$ cat config.mk
export PLATFORM = sky130hd
export DESIGN_NAME = decoder_seq_flat
export DESIGN_NICKNAME = d
export VERILOG_FILES = /design/src/rtl/decoder_seq_pkg.sv /design/src/rtl/decoder_seq_if.sv /design/src/rtl/decoder_seq_hold_cnt.sv /design/src/rtl/decoder_seq.sv /design/src/flat_wrapper.sv
export SDC_FILE = /design/constraint.sdc
export NUM_CORES = 1
export LEC_CHECK = 0
export BUFFER_PORTS_ARGS = -buffer_cell sky130_fd_sc_hd__buf_2
export CAP_MARGIN = 20
export CORE_MARGIN = 1
export CORE_UTILIZATION = 34
export CTS_CLUSTER_SIZE = 30
export DETAILED_ROUTE_END_ITERATION = 10
export HOLD_SLACK_MARGIN = 0.06
export PLACE_DENSITY = 0.48
export SLEW_MARGIN = 20
export SYNTH_ARGS = -nofsm -noshare
export SYNTH_HDL_FRONTEND = slang
export SYNTH_SLANG_ARGS = --single-unit
$ cat constraint.sdc
create_clock -name clk -period 2.9 [get_ports clk]
set_clock_uncertainty 0.2 [all_clocks]
set_input_delay 0.58 -clock clk [delete_from_list [all_inputs] [get_ports clk]]
set_output_delay 0.58 -clock clk [all_outputs]
set_load 0.02 [all_outputs]
$ cat src/rtl/decoder_seq_pkg.sv
`default_nettype none
// ============================================================================
// Module      : decoder_pkg
// Description : Shared types and helpers for the decoder_seq block.
//               mode_e  - command opcode carried on in_mode
//               state_e - controller state
//               onehot  - index -> one-hot vector (sized for the widest build)
// Revision    : 1.0 - initial release
// ============================================================================
package decoder_pkg;

  // Largest select width the onehot helper covers; callers truncate the result.
  localparam int SEL_MAX    = 8;
  localparam int ONEHOT_MAX = 2 ** SEL_MAX;

  typedef enum logic [1:0] {
    MODE_LATCH = 2'd0,
    MODE_PULSE = 2'd1,
    MODE_SCAN  = 2'd2,
    MODE_CLEAR = 2'd3
  } mode_e;

  typedef enum logic [1:0] {
    IDLE  = 2'd0,
    LATCH = 2'd1,
    PULSE = 2'd2,
    SCAN  = 2'd3
  } state_e;

  function automatic logic [ONEHOT_MAX-1:0] onehot(input logic [SEL_MAX-1:0] idx);
    logic [ONEHOT_MAX-1:0] v;
    v      = '0;
    v[idx] = 1'b1;
    return v;
  endfunction

endpackage
`default_nettype wire

$ cat src/rtl/decoder_seq_if.sv
`default_nettype none
// ============================================================================
// Module      : decoder_seq_if
// Description : Command / output bundle of decoder_seq.
//               master : command source (in_valid, in_sel, in_mode, in_hold)
//               slave  : decoder (in_ready, out_onehot, active, err)
// Revision    : 1.0 - initial release
// ============================================================================
interface decoder_seq_if #(
  parameter int SEL_W  = 2,
  parameter int HOLD_W = 8
);
  localparam int OUT_W = 2 ** SEL_W;

  logic              in_valid;
  logic              in_ready;
  logic [SEL_W-1:0]  in_sel;
  logic [1:0]        in_mode;
  logic [HOLD_W-1:0] in_hold;
  logic [OUT_W-1:0]  out_onehot;
  logic              active;
  logic              err;

  modport master (
    output in_valid, in_sel, in_mode, in_hold,
    input  in_ready, out_onehot, active, err
  );

  modport slave (
    input  in_valid, in_sel, in_mode, in_hold,
    output in_ready, out_onehot, active, err
  );

endinterface
`default_nettype wire

$ cat src/rtl/decoder_seq_hold_cnt.sv
`default_nettype none
// ============================================================================
// Module      : dec_hold_cnt
// Description : Dwell counter shared by PULSE and SCAN.
//               load    : capture hold_in, restart count at 0
//               clr     : restart count at 0 (hold value kept)
//               inc     : count up by one
//               tc      : count has reached the captured hold value
// Revision    : 1.0 - initial release
// ============================================================================
module dec_hold_cnt #(
  parameter int HOLD_W = 8
) (
  input  wire logic              clk,
  input  wire logic              rst,
  input  wire logic              load,
  input  wire logic              clr,
  input  wire logic              inc,
  input  wire logic [HOLD_W-1:0] hold_in,
  output logic                   tc
);

  logic [HOLD_W-1:0] cnt_q, cnt_d;
  logic [HOLD_W-1:0] hold_q, hold_d;

  always_comb begin
    cnt_d  = cnt_q;
    hold_d = hold_q;
    if (load) begin
      cnt_d  = '0;
      hold_d = hold_in;
    end else if (clr) begin
      cnt_d = '0;
    end else if (inc) begin
      // The controller clears on tc, so the count never passes hold_q.
      cnt_d = cnt_q + HOLD_W'(1);
    end
  end

  always_ff @(posedge clk or posedge rst) begin
    if (rst) begin
      cnt_q  <= '0;
      hold_q <= '0;
    end else begin
      cnt_q  <= cnt_d;
      hold_q <= hold_d;
    end
  end

  assign tc = (cnt_q == hold_q);

endmodule
`default_nettype wire

$ cat src/rtl/decoder_seq.sv
`default_nettype none
// ============================================================================
// Module      : decoder_seq
// Description : Registered binary-to-one-hot decoder with LATCH, PULSE, SCAN
//               and CLEAR commands on a valid/ready port.
//               clk, rst : clock, asynchronous active-high reset
//               bus      : decoder_seq_if.slave (command in, one-hot out)
// Revision    : 1.0 - initial release
// ============================================================================
module decoder_seq
  import decoder_pkg::*;
#(
  parameter int SEL_W  = 2,
  parameter int HOLD_W = 8
) (
  input wire logic     clk,
  input wire logic     rst,
  decoder_seq_if.slave bus
);

  localparam int OUT_W = 2 ** SEL_W;

  state_e           state_q, state_d;
  logic [SEL_W-1:0] index_q, index_d;
  logic [OUT_W-1:0] out_q, out_d;
  logic             err_q, err_d;

  logic  ready;
  logic  accept;
  mode_e cmd_mode;
  logic  cnt_load, cnt_clr, cnt_inc, cnt_tc;

  function automatic logic [OUT_W-1:0] dec(input logic [SEL_W-1:0] i);
    return OUT_W'(onehot(SEL_MAX'(i)));
  endfunction

  dec_hold_cnt #(.HOLD_W(HOLD_W)) u_hold_cnt (
    .clk     (clk),
    .rst     (rst),
    .load    (cnt_load),
    .clr     (cnt_clr),
    .inc     (cnt_inc),
    .hold_in (bus.in_hold),
    .tc      (cnt_tc)
  );

  always_comb begin
    ready    = (state_q != PULSE);
    accept   = bus.in_valid && ready;
    cmd_mode = mode_e'(bus.in_mode);
    state_d  = state_q;
    index_d  = index_q;
    out_d    = out_q;
    err_d    = bus.in_valid && !ready;
    cnt_load = 1'b0;
    cnt_clr  = 1'b0;
    cnt_inc  = 1'b0;

    if (accept) begin
      // A new command always preempts; any pending scan advance is dropped.
      case (cmd_mode)
        MODE_LATCH: begin
          state_d  = LATCH;
          index_d  = bus.in_sel;
          out_d    = dec(bus.in_sel);
          cnt_load = 1'b1;
        end
        MODE_PULSE: begin
          state_d  = PULSE;
          index_d  = bus.in_sel;
          out_d    = dec(bus.in_sel);
          cnt_load = 1'b1;
        end
        MODE_SCAN: begin
          state_d  = SCAN;
          index_d  = bus.in_sel;
          out_d    = dec(bus.in_sel);
          cnt_load = 1'b1;
        end
        default: begin
          state_d = IDLE;
          out_d   = '0;
          cnt_clr = 1'b1;
        end
      endcase
    end else begin
      case (state_q)
        PULSE: begin
          if (cnt_tc) begin
            state_d = IDLE;
            out_d   = '0;
            cnt_clr = 1'b1;
          end else begin
            cnt_inc = 1'b1;
          end
        end
        SCAN: begin
          if (cnt_tc) begin
            // SEL_W-bit add wraps OUT_W-1 back to 0.
            index_d = index_q + SEL_W'(1);
            out_d   = dec(index_d);
            cnt_clr = 1'b1;
          end else begin
            cnt_inc = 1'b1;
          end
        end
        default: ;
      endcase
    end
  end

  always_ff @(posedge clk or posedge rst) begin
    if (rst) begin
      state_q <= IDLE;
      index_q <= '0;
      out_q   <= '0;
      err_q   <= 1'b0;
    end else begin
      state_q <= state_d;
      index_q <= index_d;
      out_q   <= out_d;
      err_q   <= err_d;
    end
  end

  assign bus.in_ready   = ready;
  assign bus.out_onehot = out_q;
  assign bus.active     = (state_q != IDLE);
  assign bus.err        = err_q;

endmodule
`default_nettype wire

$ cat src/flat_wrapper.sv
// flat-port wrapper written by rule: the top's interface ports become plain ports
module decoder_seq_flat import decoder_pkg::*;
#(
  parameter int SEL_W  = 2,
  parameter int HOLD_W = 8
)
  (clk, rst, bus_in_valid, bus_in_sel, bus_in_mode, bus_in_hold, bus_in_ready, bus_out_onehot, bus_active, bus_err);
  decoder_seq_if #(.SEL_W(SEL_W), .HOLD_W(HOLD_W)) bus_i ();
  input wire logic clk;
  input wire logic rst;
  input wire logic [$bits(bus_i.in_valid)-1:0] bus_in_valid;
  input wire logic [$bits(bus_i.in_sel)-1:0] bus_in_sel;
  input wire logic [$bits(bus_i.in_mode)-1:0] bus_in_mode;
  input wire logic [$bits(bus_i.in_hold)-1:0] bus_in_hold;
  output wire logic [$bits(bus_i.in_ready)-1:0] bus_in_ready;
  output wire logic [$bits(bus_i.out_onehot)-1:0] bus_out_onehot;
  output wire logic [$bits(bus_i.active)-1:0] bus_active;
  output wire logic [$bits(bus_i.err)-1:0] bus_err;
  assign bus_i.in_valid = bus_in_valid;
  assign bus_i.in_sel = bus_in_sel;
  assign bus_i.in_mode = bus_in_mode;
  assign bus_i.in_hold = bus_in_hold;
  assign bus_in_ready = bus_i.in_ready;
  assign bus_out_onehot = bus_i.out_onehot;
  assign bus_active = bus_i.active;
  assign bus_err = bus_i.err;
  decoder_seq #(.SEL_W(SEL_W), .HOLD_W(HOLD_W)) u_core (.clk(clk), .rst(rst), .bus(bus_i));
endmodule
---- Yosys cells after proc, flatten, opt, wreduce, memory -nomap -nowiden ----
Cells that the tools add are included.
storage, ports and cells
  bits in writable memories ............... 0
  memories kept ........................... 0
  bits in read-only memories .............. 0
  output and inout port bits .............. 7
  register bits after elaboration ......... 25
  bits in latches ......................... 0
  input port bits ......................... 15
  logic and storage cells ................. 67
cells by class
  multiply operators ...................... 0
  order comparisons ....................... 4
  mux-type cells .......................... 29
  equal/unequal tests ..................... 9
  bitwise gates (word level) .............. 0
  shifts and indexed selects .............. 0
  add/subtract/negate cells ............... 2
  divide/modulo/power cells ............... 0
  reductions and logical operators ........ 17
operators by type and width
  kind                                                                     number
  8-bit two-way mux                                                        3
  2-bit by 9-bit < comparator with 1-bit output, second input constant     2
  4-bit two-way mux                                                        4
  2-bit two-way mux                                                        7
  1-bit two-way mux                                                        11
  8-bit by 1-bit adder with 8-bit output, second input constant            1
  8-bit equality test                                                      1
  4-bit one-hot mux with 2 select lines                                    1
  2-bit nonzero test                                                       4
  2-bit equality test, second input constant                               3
  3-bit by 1-bit inequality test with 1-bit output, second input constant  2
  2-bit one-hot mux with 3 select lines                                    1
  3-bit AND reduction                                                      2
  3-bit nonzero test                                                       2
  1-bit demux with 2-bit select                                            2
  2-bit by 1-bit >= comparator with 1-bit output, second input constant    2
  1-bit logical AND                                                        4
  2-bit inequality test, second input constant                             2
  3-bit OR reduction                                                       1
  2-bit by 1-bit adder with 2-bit output, second input constant            1
  2-bit by 1-bit equality test with 1-bit output, second input constant    1
  2-bit logical NOT                                                        1
  2-bit AND reduction                                                      1
  2-bit OR reduction                                                       1
  1-bit logical NOT                                                        1

---- Logic depth before layout (Yosys ltp) ----
  depth after elaboration ................. 8
  mapped depth ............................ 6
  gate-level depth less buffers ........... 5

---- Hierarchy ----
From an unflattened synthesis, not the netlist that was laid out.
second synthesis, totals
  cells, all modules ...................... 145
  area, all modules ....................... 1,470.2 um^2
modules (own cells, without submodules)
  module        seq. area each (um^2)  area each (um^2)  times used  cells an instance
  dec_hold_cnt  400.4                  788.3             1           68
  decoder_seq   225.2                  681.9             1           77

---- Least setup slack after synthesis ----
No wires, ideal clock.
  kind .................................... input to register
  start point ............................. input port bus_in_mode[0]
  end point ............................... register u_core.u_hold_cnt.hold_q[0]
  buffers on the path ..................... 1
  setup time .............................. 0.125 ns
  setup slack ............................. 0.932 ns
  required time ........................... 2.575 ns
  stages on the path ...................... 5
  arrival time ............................ 1.643 ns
  cells stage by stage .................... ha_1 -> nand2b_1 -> nor2_1 -> buf_2 -> mux2_2
between the ends
  word-level cells in the longest chain between the ends .. 4
ends and longest elaborated chain
  item                                                                          line                        source
  from (decl)                                                                   flat_wrapper.sv:13          input wire logic [$bits(bus_i.in_mode)-1:0] bus_in_mode;
  2-bit by 1-bit equality test with 1-bit output, or another cell as far along  decoder_seq.sv:61           case (cmd_mode)
  3-bit OR reduction (no line) *                                                -
  1-bit two-way mux *                                                           decoder_seq.sv:61
  1-bit two-way mux *                                                           decoder_seq.sv:59           if (accept) begin
  to (signal assigned)                                                          decoder_seq_hold_cnt.sv:46  hold_q <= hold_d;
  to (decl)                                                                     decoder_seq_hold_cnt.sv:24  logic [HOLD_W-1:0] hold_q, hold_d;
Every way passes the cells marked *; elsewhere a longest branch is shown, timed or not.
A chain may end at the register's enable or synchronous reset.

---- Final worst setup path ----
  start point ............................. register u_core.state_q[1]
  end point ............................... output port bus_in_ready
between the ends
  word-level cells in the longest chain between the ends .. 1
ends and longest elaborated chain
  item                    line                source
  from (decl)             decoder_seq.sv:23   state_e state_q, state_d;
  from (signal assigned)  decoder_seq.sv:119  state_q <= state_d;
  2-bit inequality test   decoder_seq.sv:48   ready = (state_q != PULSE);
  to (decl)               flat_wrapper.sv:15  output wire logic [$bits(bus_i.in_ready)-1:0] bus_in_ready;
Every way passes these cells.

==> results.py <==
metrics = {
    "status": {
        "status": "completed",
    },
    "global_route": {
        "grt_overflow": 0,
        "grt.total_usage_pct": 14.5,
        "grt_max_degree": 26,
        "antenna_found_initial": 0,
        "grt_pass1_wl_mm": 4.74,
        "grt_pass1_vias": 1016,
    },
    "worst_setup_path": {
        "critical_path.top_delay_family": "flip-flops",
        "path_buf_inv": 2,
        "r2r_slack_ns": 0.86,
        "reg2reg_to": "u_core.bus.out_onehot[2]",
        "start_kind": "flop",
        "slowest_stage": "dfrtp_1",
        "cp-end-kind": "output pin",
        "crit_type": "flop to output pin",
        "worstPathRequired_ns": 2.12,
        "worstRegToRegCells": 4,
        "max_stage_delay_ns": 0.49,
        "path_cells": "and2b_1 -> inv_1 -> buf_2",
        "crit_fanout": 8,
        "r2r-start": "u_core.u_hold_cnt.cnt_q[4]",
        "worstPathArrival_ns": 1.43,
    },
    "finish": {
        "area_delta_synth_final_pct": 14.3,
        "final_net_count": 173,
        "drive_above_1_share_pct": 33.6,
        "fin_util_pct": 41.0,
        "fin_area_sq_mm": 0.00166,
        "final_cells": 199,
        "n_antenna_cell": 0,
        "mostFrequentLayoutCell": "dfrtp_1",
        "mostFrequentLayoutCells": "dfrtp_1 (25), buf_2 (21), mux2_2 (9), xor2_1 (9), inv_1 (9)",
    },
    "synthesis": {
        "syn_area_per_cell_sq_um": 11.6,
        "ys.warnings.count": 0,
        "synth_cell_types": 37,
        "synthArstFlopShare_pct": 100,
        "synth_ff_type": "dfrtp_1",
        "ys_ff_latch": 25,
        "syn_nets": 148,
        "syn_inst": 125,
        "netlist_area_sq_mm": 0.00146,
        "synth-edff-count": 0,
        "ys_seq_area_share_pct": 43.0,
    },
    "floorplanning": {
        "die_x_microns": 67.4,
        "num_io_pins": 22,
        "core_sq_mm": 0.00406,
        "dieArea_sq_mm": 0.00455,
        "start_util_pct": 35.9,
        "fp.dieH_microns": 67.4,
        "rows": 23,
    },
    "place": {
        "placed_cells": 195,
        "post_dp_cell_area_sq_mm": 0.00162,
        "port_buffers": 21,
        "place_congestion": 0.732,
        "dp_hpwl_mm": 2.10,
    },
    "route": {
        "ant_nets": 0,
        "vias_per_cell": 4.89,
        "vias": 974,
        "wirelength_mm": 2.77,
        "route.detailed.drc": 0,
        "wl_per_cell_microns": 13.9,
        "first_pass_iters": 4,
        "dr.first_iter.drc_count": 22,
    },
    "timing": {
        "setup_viol": 0,
        "rsz0062_at_grt": "no",
        "slew_headroom_pct": 71.3,
        "period_minus_slack_ns": 2.21,
        "tightestPinTransition_ns": 0.427,
        "drv_slew": 0,
        "layout_worst_path_cycle_share_pct": 76.1,
        "fin_setup_tns_ns": 0,
        "fmax_ghz": 0.453,
        "final_hold_viol_count": 0,
    },
    "clock_tree": {
        "cts_inserted_buffers": 3,
        "cts_root_buf": "clkbuf_8",
        "clk_pin_slew_worst_paths_ns": 0.09,
        "cts_hold_buf": 0,
        "cts_tree": "built",
        "cts_buffer_depth": 2,
        "clkSinkCount": 25,
        "h-tree-depth": 1,
        "cts_resized": 0,
        "cts_setup_buffers": 0,
        "clk_latency_ns": 0.27,
    },
    "min_path": {
        "hold_path.class": "primary input to asynchronous set/reset pin",
    },
    "power_and_ir_drop": {
        "p_int_mw": 0.952,
        "power.density_mw_per_mm2": 966,
        "p_total_mw": 1.61,
        "power.switching_mw": 0.654,
        "leakagePower_nw": 0.788,
        "pwr-share-comb_pct": 46.8,
        "max-vdd-ir-drop_mv": 0.386,
        "p_sw_share_pct": 40.7,
        "p_clk_share_pct": 12.9,
        "power_frac_seq_pct": 40.3,
    },
    "run": {
        "cap_violations": 0,
    },
}
==> per-stage QoR <==
stage	worst slack, ns	hold WS (ns)
after CTS	0.686	0.157
after global routing	0.611	0.202
after floorplan	0.932	0.301
after global placement	0.807	0.297
final	0.693	0.144
after detailed placement	0.812	0.300
==> power groups by stage <==
stage / Clock, mW / Sequential, mW / Combinational (mW)
6_report: 0.208 / 0.647 / 0.751
5_1_grt: 0.231 / 0.668 / 0.837
4_1_cts: 0.217 / 0.648 / 0.765
3_5_place_dp: 0 / 0.656 / 0.758
3_3_place_gp: 0 / 0.652 / 0.745
2_1_floorplan: 0 / 0.642 / 0.599
==> tightest hold or removal path, stage by stage <==
cell and delay [ns]:
buf_2 0.09, inv_1 0.04, buf_4 0.30
==> area by class of cell <==
cell class,instances,area [sq um]
Clock buffer,4,45.0
Multi-Input combinational cell,88,776
Sequential cell,25,626
Fill cell,388,2390
Tap cell,50,62.6
Inverter,9,33.8
Timing Repair Buffer,23,120
==> cells by family after synthesis <==
family                   after synthesis  synth area share, %
multiplexers                          16                 13.2
XOR/XNOR                              11                 7.14
adder cells (fa/ha/maj)                8                 6.88
AO/OA/AOI/OAI                         24                 13.1
buffers and inverters                 12                 3.70
AND/OR/NAND/NOR                       29                 13.1
flip-flops                            25                 43.0
==> worst max path at each step <==
stage | slack (ns) | from | cells past startpoint | end
finish | 0.69 | u_core.state_q[1] | 3 | bus_in_ready
global route | 0.61 | u_core.state_q[1] | 3 | bus_in_ready
CTS | 0.69 | u_core.state_q[1] | 3 | bus_in_ready
detailed placement | 0.81 | bus_in_mode[1] | 7 | u_core.bus.out_onehot[2]
global placement | 0.81 | bus_in_mode[1] | 7 | u_core.bus.out_onehot[2]
floorplan | 0.93 | bus_in_mode[0] | 5 | u_core.u_hold_cnt.hold_q[0]
==> routing by layer <==
| layer | vias to the layer above | global-route usage, % | part of all wire, % |
|---|---|---|---|
| li1 | 485 | - | - |
| met1 | 471 | 19.3 | 51 |
| met4 | 0 | 5.59 | 1.1 |
| met3 | 4 | 2.53 | 2.5 |
| met5 | - | 0 | 0 |
| met2 | 14 | 23.1 | 45 |
==> registers in the layout, summed over array words and instances, names as in the netlist <==
name	flops
u_core.bus.err	1
u_core.bus.out_onehot	4
u_core.u_hold_cnt.hold_q	8
u_core.state_q	2
u_core.u_hold_cnt.cnt_q	8
u_core.index_q	2
==> cell usage after synthesis, types with 2 or more instances <==
master / n / area share, %
o21ai_0: 5 / 1.7
nor2_1: 6 / 1.5
nor4_4: 2 / 2.9
and2_2: 4 / 2.1
inv_1: 9 / 2.3
a211oi_1: 2 / 1.0
mux2_2: 9 / 7.0
a32o_1: 2 / 1.4
nand3_1: 2 / 0.69
a21oi_1: 5 / 1.7
mux2i_1: 3 / 2.1
ha_1: 8 / 6.9
nand2_1: 6 / 1.5
xor2_1: 9 / 5.4
nor3_1: 2 / 0.69
mux2_4: 4 / 4.1
dfrtp_1: 25 / 43
a22o_1: 3 / 1.8
Note: power is estimated with default switching activity, not from simulation.
